<file path="src/rtl/ticket_pkg.sv">
// Shared definitions for the ticket machine controller: sale state encoding,
// ticket prices, coin codes and the default inactivity timeout.
package ticket_pkg;

  typedef enum logic [2:0] {
    ST_IDLE     = 3'd0,
    ST_PAY      = 3'd1,
    ST_DISPENSE = 3'd2,
    ST_REFUND   = 3'd3,
    ST_CHANGE   = 3'd4
  } state_e;

  localparam logic [7:0] PRICE_T0 = 8'd10;
  localparam logic [7:0] PRICE_T1 = 8'd20;
  localparam logic [7:0] PRICE_T2 = 8'd30;
  localparam logic [7:0] PRICE_T3 = 8'd40;

  localparam logic [1:0] COIN_1Y  = 2'd0;
  localparam logic [1:0] COIN_5Y  = 2'd1;
  localparam logic [1:0] COIN_10Y = 2'd2;
  localparam logic [1:0] COIN_20Y = 2'd3;

  localparam int unsigned TIMEOUT_CYCLES_DEF = 1000;

  function automatic logic [7:0] price_of(input logic [1:0] ttype);
    logic [7:0] p;
    case (ttype)
      2'd0:    p = PRICE_T0;
      2'd1:    p = PRICE_T1;
      2'd2:    p = PRICE_T2;
      default: p = PRICE_T3;
    endcase
    return p;
  endfunction

  function automatic logic [7:0] coin_value(input logic [1:0] code);
    logic [7:0] v;
    case (code)
      COIN_1Y:  v = 8'd1;
      COIN_5Y:  v = 8'd5;
      COIN_10Y: v = 8'd10;
      default:  v = 8'd20;
    endcase
    return v;
  endfunction

endpackage

</file>
<file path="src/rtl/ticket_pulse_gen.sv">
// Ticket pulse generator: loaded with a ticket count, emits one pulse every
// other cycle (first pulse in the cycle after the load) and flags the last one.
module ticket_pulse_gen (
  input  logic       clk_i,
  input  logic       rst_i,
  input  logic       load_i,
  input  logic [2:0] count_i,
  output logic       pulse_o,
  output logic       done_o
);

  logic       active_q, active_d;
  logic       phase_q, phase_d;
  logic [2:0] remain_q, remain_d;

  assign pulse_o = active_q & ~phase_q;
  assign done_o  = pulse_o & (remain_q == 3'd1);

  // next-state: remaining-ticket down-counter with terminal count at 1
  always_comb begin
    active_d = active_q;
    phase_d  = phase_q;
    remain_d = remain_q;
    if (load_i) begin
      active_d = (count_i != 3'd0);
      phase_d  = 1'b0;
      remain_d = count_i;
    end else if (active_q) begin
      phase_d = ~phase_q;
      if (pulse_o) begin
        remain_d = remain_q - 3'd1;
        if (done_o) active_d = 1'b0;
      end
    end
  end

  // state registers
  always_ff @(posedge clk_i) begin
    if (rst_i) begin
      active_q <= 1'b0;
      phase_q  <= 1'b0;
      remain_q <= 3'd0;
    end else begin
      active_q <= active_d;
      phase_q  <= phase_d;
      remain_q <= remain_d;
    end
  end

endmodule

</file>
<file path="src/rtl/ticket_vend_ctrl.sv">
// Ticket machine sale controller: selection, payment, dispensing and change.
// Optional feature macro: TICKET_TIMEOUT_EN adds an inactivity auto-cancel in PAY.
//
// state    | meaning
// ---------+------------------------------------------------------------
// IDLE     | waiting for a selection; display outputs hold last sale
// PAY      | accumulating coins until money >= cost, or cancel
// DISPENSE | emitting ticket_out pulses on alternate cycles
// REFUND   | loading the full paid amount into moneyReturn
// CHANGE   | one-cycle change_vld strobe, then back to IDLE
module ticket_vend_ctrl
  import ticket_pkg::*;
#(
  parameter int unsigned TIMEOUT_CYCLES = TIMEOUT_CYCLES_DEF
) (
  input  logic       clk,
  input  logic       rst,
  input  logic       sel_vld,
  input  logic [2:0] sel_type,
  input  logic [2:0] sel_count,
  input  logic       coin_vld,
  input  logic [1:0] coin_val,
  input  logic       cancel,
  output logic [7:0] money,
  output logic [2:0] ticketType,
  output logic [2:0] ticketCount,
  output logic [7:0] moneyReturn,
  output logic       ticket_out,
  output logic       change_vld,
  output logic       sel_err,
  output logic       coin_reject,
  output logic       busy
);

  state_e     state_q, state_d;
  logic [7:0] money_q, money_d;
  logic [7:0] cost_q, cost_d;
  logic [7:0] ret_q, ret_d;
  logic [2:0] type_q, type_d;
  logic [2:0] count_q, count_d;
  logic       sel_err_q, sel_err_d;
  logic       coin_rej_q, coin_rej_d;
  logic       coin_accept;
  logic       pulse_load;
  logic       pulse;
  logic       pulse_done;
  logic       timeout;
  logic [8:0] sel_cost;
  logic [8:0] coin_sum;

  assign sel_cost = {1'b0, price_of(sel_type[1:0])} * {6'b0, sel_count};
  assign coin_sum = {1'b0, money_q} + {1'b0, coin_value(coin_val)};

`ifdef TICKET_TIMEOUT_EN
  localparam logic [15:0] TIMER_RELOAD = 16'(TIMEOUT_CYCLES - 1);

  logic [15:0] timer_q, timer_d;

  assign timeout = (state_q == ST_PAY) && (timer_q == 16'd0);

  // inactivity down-counter: reloaded on PAY entry and on every accepted coin
  always_comb begin
    timer_d = timer_q;
    if ((state_q == ST_IDLE && state_d == ST_PAY) || coin_accept) begin
      timer_d = TIMER_RELOAD;
    end else if (state_q == ST_PAY && timer_q != 16'd0) begin
      timer_d = timer_q - 16'd1;
    end
  end

  // inactivity counter register
  always_ff @(posedge clk) begin
    if (rst) timer_q <= 16'd0;
    else     timer_q <= timer_d;
  end
`else
  assign timeout = 1'b0;
`endif

  ticket_pulse_gen u_pulse_gen (
    .clk_i   (clk),
    .rst_i   (rst),
    .load_i  (pulse_load),
    .count_i (count_q),
    .pulse_o (pulse),
    .done_o  (pulse_done)
  );

  // next-state and datapath updates for the sale FSM
  always_comb begin
    state_d     = state_q;
    money_d     = money_q;
    cost_d      = cost_q;
    ret_d       = ret_q;
    type_d      = type_q;
    count_d     = count_q;
    sel_err_d   = 1'b0;
    coin_rej_d  = 1'b0;
    coin_accept = 1'b0;
    pulse_load  = 1'b0;
    case (state_q)
      ST_IDLE: begin
        coin_rej_d = coin_vld;
        if (sel_vld) begin
          if (!sel_type[2] && sel_count != 3'd0 && !sel_cost[8]) begin
            type_d  = sel_type;
            count_d = sel_count;
            cost_d  = sel_cost[7:0];
            money_d = 8'd0;
            ret_d   = 8'd0;
            state_d = ST_PAY;
          end else begin
            sel_err_d = 1'b1;
          end
        end
      end
      ST_PAY: begin
        // cancel beats payment completion; a coin arriving with either is refused
        if (cancel || timeout) begin
          coin_rej_d = coin_vld;
          state_d    = ST_REFUND;
        end else if (money_q >= cost_q) begin
          coin_rej_d = coin_vld;
          pulse_load = 1'b1;
          state_d    = ST_DISPENSE;
        end else if (coin_vld) begin
          if (coin_sum[8]) begin
            coin_rej_d = 1'b1;
          end else begin
            money_d     = coin_sum[7:0];
            coin_accept = 1'b1;
          end
        end
      end
      ST_DISPENSE: begin
        coin_rej_d = coin_vld;
        if (pulse_done) begin
          ret_d   = money_q - cost_q;
          state_d = ST_CHANGE;
        end
      end
      ST_REFUND: begin
        coin_rej_d = coin_vld;
        ret_d      = money_q;
        state_d    = ST_CHANGE;
      end
      ST_CHANGE: begin
        coin_rej_d = coin_vld;
        state_d    = ST_IDLE;
      end
      default: state_d = ST_IDLE;
    endcase
  end

  // FSM and datapath registers
  always_ff @(posedge clk) begin
    if (rst) begin
      state_q    <= ST_IDLE;
      money_q    <= 8'd0;
      cost_q     <= 8'd0;
      ret_q      <= 8'd0;
      type_q     <= 3'd0;
      count_q    <= 3'd0;
      sel_err_q  <= 1'b0;
      coin_rej_q <= 1'b0;
    end else begin
      state_q    <= state_d;
      money_q    <= money_d;
      cost_q     <= cost_d;
      ret_q      <= ret_d;
      type_q     <= type_d;
      count_q    <= count_d;
      sel_err_q  <= sel_err_d;
      coin_rej_q <= coin_rej_d;
    end
  end

  assign money       = money_q;
  assign ticketType  = type_q;
  assign ticketCount = count_q;
  assign moneyReturn = ret_q;
  assign ticket_out  = pulse;
  assign change_vld  = (state_q == ST_CHANGE);
  assign sel_err     = sel_err_q;
  assign coin_reject = coin_rej_q;
  assign busy        = (state_q != ST_IDLE);

endmodule

</file>
<file path="config.mk">
export PLATFORM = sky130hd
export DESIGN_NAME = ticket_vend_ctrl
export DESIGN_NICKNAME = d
export VERILOG_FILES = /design/src/rtl/ticket_pkg.sv /design/src/rtl/ticket_pulse_gen.sv /design/src/rtl/ticket_vend_ctrl.sv
export SDC_FILE = /design/constraint.sdc
export NUM_CORES = 1
export LEC_CHECK = 0
export CORE_MARGIN = 5
export CORE_UTILIZATION = 35
export DETAILED_ROUTE_END_ITERATION = 8
export SETUP_SLACK_MARGIN = 0.5
export SLEW_MARGIN = 10
export SYNTH_ARGS = -nofsm -noshare
export SYNTH_HDL_FRONTEND = slang
export SYNTH_SLANG_ARGS = --single-unit
</file>
<file path="constraint.sdc">
create_clock -name clk -period 10.4 [get_ports clk]
set_clock_uncertainty 0.15 [all_clocks]
set_input_delay 2.6 -clock clk [delete_from_list [all_inputs] [get_ports clk]]
set_output_delay 2.6 -clock clk [all_outputs]
set_load 0.02 [all_outputs]
</file>
; ---- Word-level counts from Yosys, hierarchy flattened
; Cells that the tools add are included.
[classes]
reduce_logical = 22
n_shift = 0
n_addsub = 3
muxes = 33
div = 0
n_lt_le_gt_ge = 1
n_eq_ne = 17
bitwise_logic = 5
n_mul = 1
[op_table]
columns = operator, n
row1 = 8-bit 2-to-1 mux, 7
row2 = 3-bit 2-to-1 mux, 8
row3 = 8-bit case mux with 3 select lines, 1
row4 = 6-bit case mux with 3 select lines, 1
row5 = 8-bit case mux with 2 select lines, 1
row6 = 5-bit case mux with 3 select lines, 1
row7 = "2-bit != test, second input constant", 7
row8 = 1-bit 2-to-1 mux, 12
row9 = 3-bit case mux with 4 select lines, 1
row10 = 3-bit nonzero test, 4
row11 = 8-bit by 8-bit adder with 9-bit output, 1
row12 = 8-bit by 3-bit multiplier with 9-bit output, 1
row13 = 8-bit greater-or-equal comparator, 1
row14 = 4-bit AND reduction, 2
row15 = 8-bit subtractor, 1
row16 = 7-bit AND reduction, 1
row17 = "3-bit by 1-bit equality test with 1-bit output, second input constant", 2
row18 = "3-bit by 2-bit equality test with 1-bit output, second input constant", 2
row19 = 2-bit nonzero test, 3
row20 = "2-bit by 1-bit equality test with 1-bit output, second input constant", 2
row21 = "2-bit equality test, second input constant", 2
row22 = 2-bit logical NOT, 2
row23 = 4-bit OR reduction, 1
row24 = "3-bit equality test, second input constant", 1
row25 = 12 further kinds, 17
[word_totals]
ff_bits = 40
mem_bits_rw = 0
memories = 0
output_inout_bits = 27
latch_bits = 0
mem_bits_ro = 0

; ---- Depth between registers and ports, before layout
; Gate-level depths: netlist of run 1.
[logic_depth]
ltp_word = 8
mapped_depth = 14
ltp_nobuf = 14

; ---- Modules after synthesis
; Synthesis of run 1 repeated with hierarchy kept, for this count alone.
[hier_totals]
hier_cells = 328
area_unflattened_um2 = 2726.4
[by_module_without_submodules]
columns = mod, cells_per_inst, area_each_um2, seq_area_each_um2, instances
row1 = ticket_vend_ctrl, 299, 2453.6, 680.7, 1
row2 = ticket_pulse_gen, 29, 272.8, 100.1, 1

; ---- Worst setup path after synthesis of run 1
; OpenSTA, ideal clock, no wires.
[synth_path]
kind = input port to flip-flop
from = input port sel_type[1]
to = register money_q[1] (netlist: money[1])
slack_ns = 4.736
stages = 13
setup_ns = 0.070
arrival_ns = 5.444
n_path_buf = 1
required_time_ns = 10.180
path_cell_list = inv_1 > ha_1 > nand2b_1 > fa_1 > inv_1 > ha_1 > a21o_1 > a21oi_1 > o2111a_1 > buf_6 > o21ba_4 > or4_1 > a21oi_1
[synth_via]
elab_chain_cells = 7
elab_cells_between_ends = 9
classes_between = mul (1) / eq/ne (3) / mux (1) / reduce/logical (4)
[synth_rtl]
columns = element, line
row1 = start: declaration, ticket_vend_ctrl.sv:19  ; input logic [2:0] sel_type,
row2 = "2-bit equality test, or another cell as far along", ticket_pkg.sv:27  ; case (ttype)
row3 = 6-bit case mux with 3 select lines (*), ticket_pkg.sv:27
row4 = 8-bit by 3-bit multiplier with 9-bit output (*), ticket_vend_ctrl.sv:51  ; assign sel_cost = {1'b0, price_of(sel_type[1:0])} * {6'b0, sel_count};
row5 = 1-bit logical NOT (*), ticket_vend_ctrl.sv:105  ; if (!sel_type[2] && sel_count != 3'd0 && !sel_cost[8]) begin
row6 = 1-bit logical AND (*), ticket_vend_ctrl.sv:105
row7 = 2-bit != test (no line) (*), -
row8 = 7-bit AND reduction (no line) (*), -
row9 = end signal: assignment, ticket_vend_ctrl.sv:168  ; money_q <= money_d;
row10 = end: declaration, ticket_vend_ctrl.sv:36  ; logic [7:0] money_q, money_d;
; Mark *: on every way between the ends. The rest lies on a longest branch, timed or not.
; A chain may end at the register's enable or synchronous reset.

; ---- Worst setup path in the final report of run 1
[layout_path]
from = input port sel_type[0]
to = register money_q[1] (netlist: money[1])
; Same word-level chain as after synthesis.

==> metrics.md, run 1 <==
| Metric | Value |
|---|---|
| Main synth FF type | `dfxtp_1` |
| Hold crit path type | `flop to flop` |
| Area grow syn2layout | `21.18%` |
| Top post-synthesis cells by count | `39 x dfxtp_1, 34 x nor2_1, 31 x inv_1, 24 x ha_1, 23 x a21oi_1` |
| Async SR Flop Fraction | `0%` |
| H-tree depth | `2` |
| Diodes inserted | `0` |
| Slew @ Worst Pin | `between 0.9 and 1 ns` |
| Max-Cap Viols | `0` |
| Sum Neg Setup Slack | `0 ns` |
| Number of global-route vias before repair | `2,292` |
| TritonCTS clock tree | `built` |
| Crit path DAT | `around 6.8 ns` |
| CP Cell Sequence | `clkdlybuf4s50_1 -> ha_1 -> nand2b_1 -> fa_1 -> inv_1 -> ha_1 -> a21o_1 -> a21oi_1 -> o2111a_1 -> o21ba_4 -> or4_1 -> a21oi_1` |
| Number of synthesized flops with an enable pin | `0` |
| Worst-path fanout max | `19` |
| Crit path kind | `input port to flop` |
| Crit. End Element | `flop` |
| Area occupied by multi-input gates | `0.001707 mm^2` |
| Cell area after synthesis | `between 0.002 and 0.003 mm^2` |
| DR top layer | `met4` |
| Final setup viols | `0` |
| Max incr delay on CP | `0.83 ns` |
| Register area share after synthesis | `approximately 30%` |
| CTS buffer count | `5` |
| Worst-path clk slew | `0.08 ns` |
| Warnings from Yosys | `0` |
| Fillers | `approximately 770` |
| Post_cts resized | `0` |
| Setup bufs post-CTS | `0` |
| Fin crit share | `64.35%` |
| Reg2reg setup slack | `~7.4 ns` |
| Core Area | `0.007292 mm^2` |
| All-layer global routing usage | `between 10% and 20%` |
| Peak Freq | `about 0.15 GHz` |
| Die ar. | `roughly 0.0094 mm^2` |
| DRC | `0` |
| Die height | `between 90 and 100 um` |
| Placer Congestion | `0.8362` |
| Slew Limit Fails | `0` |
| WL met2 | `2947 um` |
| Largest net degree at the start of global routing | `38` |
| Drt wl/cell | `~14 um` |
| Worst skew pair latency | `between 0.2 and 0.3 ns` |
| Cell Pwr Density | `117.0 mW/mm^2` |
| DR vias/cell | `5.237` |
| Area contributors post-synth | `dfxtp_1 30%, ha_1 11%, nor2_1 4.8%, inv_1 4.4%, a21oi_1 4.3%` |
| Endpoints failing hold | `0` |
| Slowest cell on crit path | `o2111a_1` |
| Maximum vdd drop | `just under 0.08 mV` |
| Syn Area/Cell | `around 8.3 um^2` |
| Met1 wire length | `roughly 3100 um` |
| R2r endpoint | `money[1]$_SDFFE_PP0P_` |
| Pleak | `1.284 nW` |
| Final wirelength | `6455 um` |
| Finished Core Util | `43.98%` |
| Met3 wire len | `364 um` |
| IO Port Bufs | `39` |
| Global-route wire length before repair | `11,100 um` |
| Number of detailed-route iterations in the first pass | `4` |
| DP HPWL | `4932 um` |
| Count leader, synth | `dfxtp_1` |
| Total grt overflow | `0` |
| Status | `finished, final reports clean` |
| Cells after synthesis | `around 320` |
| CTS max path bufs | `2` |
| Share of layout cells above drive strength 1 | `around 2.8%` |
| Number of synthesized register bits | `39` |
| Initial antenna violation count | `0` |
| Hold_buf cts | `0` |
| NumNets Final | `slightly below 400` |
| Cell taking the most area after synthesis | `dfxtp_1` |
| # IOs | `40` |
| Crit path to | `money[1]$_SDFFE_PP0P_` |
| Clk root buf | `clkbuf_8` |
| Initial Utilization | `a little over a third` |
| Die Wd | `96.95 um` |
| Post-route ant nets | `0` |
| Drt initial violations | `between 200 and 250` |
| Top cell type's share of synthesized area | `just under 30%` |
| CTS sink cnt | `39` |
| Required @ worst endpoint | `10.48 ns` |
| Worst setup path start | `sel_type[0]` |
| Max_slew headroom | `38.06%` |
| Tmin final | `6.692 ns` |
| Netlist cell types | `52` |
| R2R Path Start | `state_q[0]$_SDFFE_PP0P_` |
| FF-to-FF path depth | `5` |
| RSZ-0062 raised after global routing | `no` |
| Routed vias | `2,383` |
| Syn Nets | `about 360` |
| FF/Latch Area | `780.7 um^2` |
| Tot Pwr | `0.3751 mW` |
| # rows | `31` |
| Crit path launch type | `input port` |
-- worst max-delay path: cells and delay by family --
family	cells	cell delay, ns
AO/OA/AOI/OAI	5	1.73
adder cells (fa/ha/maj)	3	1.25
buffers and inverters	2	0.56
AND/OR/NAND/NOR	2	0.59
-- cell type report --
type	instances	share of cell area [%]
Tap cell	99	3.863
Sequential cell	39	24.35
Clock inverter	1	0.1561
Multi-Input combinational cell	238	53.22
Inverter	31	3.629
Timing Repair Buffer	40	12.41
Clock buffer	7	2.380
-- sequential cells by signal, indices dropped and copies added, names as in the netlist --
name                  count
money                     8
coin_reject               1
u_pulse_gen.phase_q       1
u_pulse_gen.remain_q      3
u_pulse_gen.active_q      1
cost_q                    7
state_q                   3
ticketCount               3
sel_err                   1
ticketType                3
moneyReturn               8
-- through the flow --
step	instance area, um^2	setup WS, ns	cells	hold WS, ns
floorplan	2646	4.736	317	0.3104
global placement	3126	3.516	447	0.2955
detailed placement	3126	3.362	447	0.2971
CTS	3207	3.687	455	0.3085
global route	3207	3.417	455	0.3333
finish	3207	3.708	455	0.3057
-- cells by family after synthesis --
logic type	after synthesis	share of synthesized area [%]
AO/OA/AOI/OAI	83	21.47
XOR/XNOR	11	3.641
adder cells (fa/ha/maj)	29	15.13
flip-flops	39	29.50
AND/OR/NAND/NOR	104	20.09
multiplexers	11	4.161
buffers and inverters	40	6.005
-- worst min-delay path by stage --
stage / from / to / slack, ns / cells past startpoint
after floorplan: cost_q[2]$_SDFFE_PP0P_ / cost_q[2]$_SDFFE_PP0P_ / 0.31 / 2
after global placement: moneyReturn[2]$_SDFFE_PP0P_ / moneyReturn[2]$_SDFFE_PP0P_ / 0.30 / 2
after detailed placement: moneyReturn[1]$_SDFFE_PP0P_ / moneyReturn[1]$_SDFFE_PP0P_ / 0.30 / 2
after CTS: moneyReturn[1]$_SDFFE_PP0P_ / moneyReturn[1]$_SDFFE_PP0P_ / 0.31 / 2
after global routing: moneyReturn[2]$_SDFFE_PP0P_ / moneyReturn[2]$_SDFFE_PP0P_ / 0.33 / 2
final: moneyReturn[1]$_SDFFE_PP0P_ / moneyReturn[1]$_SDFFE_PP0P_ / 0.31 / 2
-- cells in the final DEF, fill, tap and decap left out, drive strengths merged, types with 3 or more instances in the layout --
cell / count
o211ai: 5
nor3b: 3
nor2b: 4
xnor2: 6
and2: 5
a21o: 4
clkdlybuf4s50: 39
nand3: 6
or4: 3
o21a: 5
fa: 5
o21ai: 19
a211oi: 6
nor2: 34
mux2i: 11
xor2: 5
nand4: 4
nand2b: 10
dfxtp: 39
a21oi: 23
ha: 24
nor3: 4
inv: 31
nand2: 20
clkbuf: 7
o2111ai: 3
-- power by group --
| part | internal (mW) | switching, mW |
|---|---|---|
| combinational | 0.0468 | 0.0600 |
| clock | 0.0472 | 0.0553 |
| sequential | 0.157 | 0.00904 |
-- per-layer routing --
layer  GRT usage, %  vias to the layer above
met5              0                        -
met4          5.076                        0
li1               -                     1202
met2          21.87                       69
met3          3.525                        6
met1          19.15                     1106
(Power assumes the default switching activity.)
==> inputs of run 2 (changes only) <==
==> constraint.sdc (replaced) <==
create_clock -name clk -period 5.55 [get_ports clk]
set_clock_uncertainty 0.15 [all_clocks]
set_input_delay 1.3875 -clock clk [delete_from_list [all_inputs] [get_ports clk]]
set_output_delay 1.3875 -clock clk [all_outputs]
set_load 0.02 [all_outputs]
==> run 2 against run 1 <==
Final cell count is 0.22% higher. Die area stayed put. Clock power is 110% higher. Wire length is 1.3% lower. Global-route usage is 0.31 points lower. Hold slack worse by 0.0058 ns. Core utilization is 0.43 points higher. Flip-flop and latch count stayed put. Worst setup slack worse by 3.0 ns. Sequential power is 87% higher. First-iteration DRC count is 56% lower. Largest cell class unchanged. Highest routed layer unchanged.
==> metrics.md, run 2 (synthesis results as in run 1) <==
| Metric | Value |
|---|---|
| Cell Pwr Density | `224.9 mW/mm^2 (+92%)` |
| Total grt overflow | `0 (unchanged)` |
| Peak Freq | `0.2049 GHz` |
| Maximum vdd drop | `0.1903 mV (+140%)` |
| Crit path DAT | `4.96 ns (-1.81 ns)` |
| Number of detailed-route iterations in the first pass | `4 (unchanged)` |
| Post-route ant nets | `0 (unchanged)` |
| Die ar. | `0.009399 mm^2 (unchanged)` |
| DRC | `0 (unchanged)` |
| Pleak | `1.298 nW (+1.1%)` |
| Largest net degree at the start of global routing | `37 (-2.6%)` |
| Drt initial violations | `96 (-56%)` |
| Tmin final | `4.881 ns` |
| Final setup viols | `0 (unchanged)` |
| Number of global-route vias before repair | `2,312 (+0.87%)` |
| Core Area | `0.007292 mm^2 (unchanged)` |
| Sum Neg Setup Slack | `0 ns (unchanged)` |
| NumNets Final | `398 (+0.25%)` |
| Clk root buf | `clkbuf_8` |
| Drt wl/cell | `13.97 um (-1.5%)` |
| FF/Latch Area | `780.7 um^2 (unchanged)` |
| IO Port Bufs | `39 (unchanged)` |
| Tot Pwr | `0.7283 mW (+94%)` |
| Hold_buf cts | `0 (unchanged)` |
| Fin crit share | `87.94%` |
| Required @ worst endpoint | `5.63 ns (-4.85 ns)` |
| Area grow syn2layout | `22.36%` |
| Fillers | `767 (-0.78%)` |
| TritonCTS clock tree | `built` |
| # IOs | `40 (unchanged)` |
| Global-route wire length before repair | `10,940 um (-1.4%)` |
| Post_cts resized | `0 (unchanged)` |
| Initial Utilization | `36.29% (unchanged)` |
| Diodes inserted | `0 (unchanged)` |
| CTS buffer count | `5 (unchanged)` |
| # rows | `31 (unchanged)` |
| Initial antenna violation count | `0 (unchanged)` |
| All-layer global routing usage | `13.87% (-0.31 points)` |
| Worst-path clk slew | `0.08 ns (about the same)` |
| RSZ-0062 raised after global routing | `no` |
| Worst skew pair latency | `0.29 ns (about the same)` |
| Status | `finished, final reports clean` |
| Max-Cap Viols | `0 (unchanged)` |
| Worst-path fanout max | `8 (-11)` |
| CTS sink cnt | `39 (unchanged)` |
| Slew Limit Fails | `0 (unchanged)` |
| Area occupied by multi-input gates | `0.001708 mm^2 (about the same)` |
| H-tree depth | `2 (unchanged)` |
| Leading cell types in the layout, fill and taps excluded | `39 x dfxtp_1, 39 x clkdlybuf4s50_1, 34 x nor2_1` |
| Crit path launch type | `input port` |
| Crit. End Element | `flop` |
| CTS max path bufs | `2 (unchanged)` |
| Placer Congestion | `0.7954 (-4.9%)` |
| Max_slew headroom | `35.47% (-2.6 points)` |
| Final wirelength | `6370 um (-1.3%)` |
| Setup bufs post-CTS | `0 (unchanged)` |
| Crit path kind | `input port to flop` |
| DP HPWL | `4884 um (-0.96%)` |
| Hold crit path type | `flop to flop` |
| Die Wd | `96.95 um (unchanged)` |
| Share of layout cells above drive strength 1 | `3.922% (+1.1 points)` |
| Endpoints failing hold | `0 (unchanged)` |
| Reg2reg setup slack | `2.86 ns (-4.51 ns)` |
| Slew @ Worst Pin | `0.9659 ns (+0.03883 ns)` |
| Die height | `96.95 um (unchanged)` |
| DR vias/cell | `5.114 (-2.4%)` |
| Routed vias | `2,332 (-2.1%)` |
run 2: cell count changes in the layout (fill, tap and decap cells not counted), sizes merged:
cell      delta
clkinv       -1
buf          +1
clkinvlp     +1
run 2: metal layers:
layer / up-vias / track usage (%) / share of wire, %
met5: - / 0 / 0
met4: 0 / 3.888 / 1.4
met3: 9 / 3.237 / 3.9
met2: 56 / 22.29 / 46
met1: 1070 / 18.53 / 49
li1: 1197 / - / -
run 2: final cells by class:
type / count / share of cell area, %
clock buffers: 7 / 2.975
repair buffers: 41 / 12.52
well taps: 99 / 3.825
inverters: 31 / 3.594
flip-flops and latches: 39 / 24.11
clock inverters: 1 / 0.2318
multi-input cells: 238 / 52.74
run 2: worst paths after layout:
kind                                from                     endpoint  cells after the start
max                          sel_type[1]        money[1]$_SDFFE_PP0P_                     13
min          moneyReturn[2]$_SDFFE_PP0P_  moneyReturn[2]$_SDFFE_PP0P_                      2
max reg2reg        money[1]$_SDFFE_PP0P_        money[5]$_SDFFE_PP0P_                      7
min reg2reg  moneyReturn[2]$_SDFFE_PP0P_  moneyReturn[2]$_SDFFE_PP0P_                      2
run 2: worst max-delay path, stage by stage:
cell and delay, ns:
clkdlybuf4s50_1 0.50, inv_1 0.06, ha_1 0.29, nand2b_1 0.19, fa_1 0.62, inv_1 0.06, ha_1 0.28, a21o_1 0.17
a21oi_1 0.33, o2111a_2 0.32, o21ba_4 0.20, or4_1 0.40, a21oi_1 0.15
run 2: report_power, final:
part,internal (mW),switching (mW)
clock,0.113,0.105
sequential,0.294,0.0167
combinational,0.0879,0.112
total,0.495,0.234
run 2: metrics by stage:
step | instances | instance area, um^2 | setup WS [ns] | utilization (%) | hold WS (ns)
2_1_floorplan | 317 | 2646 | 1.098 | - | 0.3104
3_3_place_gp | 448 | 3133 | 0.4293 | 42.96 | 0.2915
3_5_place_dp | 448 | 3133 | 0.3150 | 42.96 | 0.2928
4_1_cts | 456 | 3237 | 0.6223 | 44.39 | 0.3043
5_1_grt | 456 | 3238 | 0.5066 | 44.41 | 0.3371
6_report | 456 | 3238 | 0.6693 | 44.41 | 0.2999
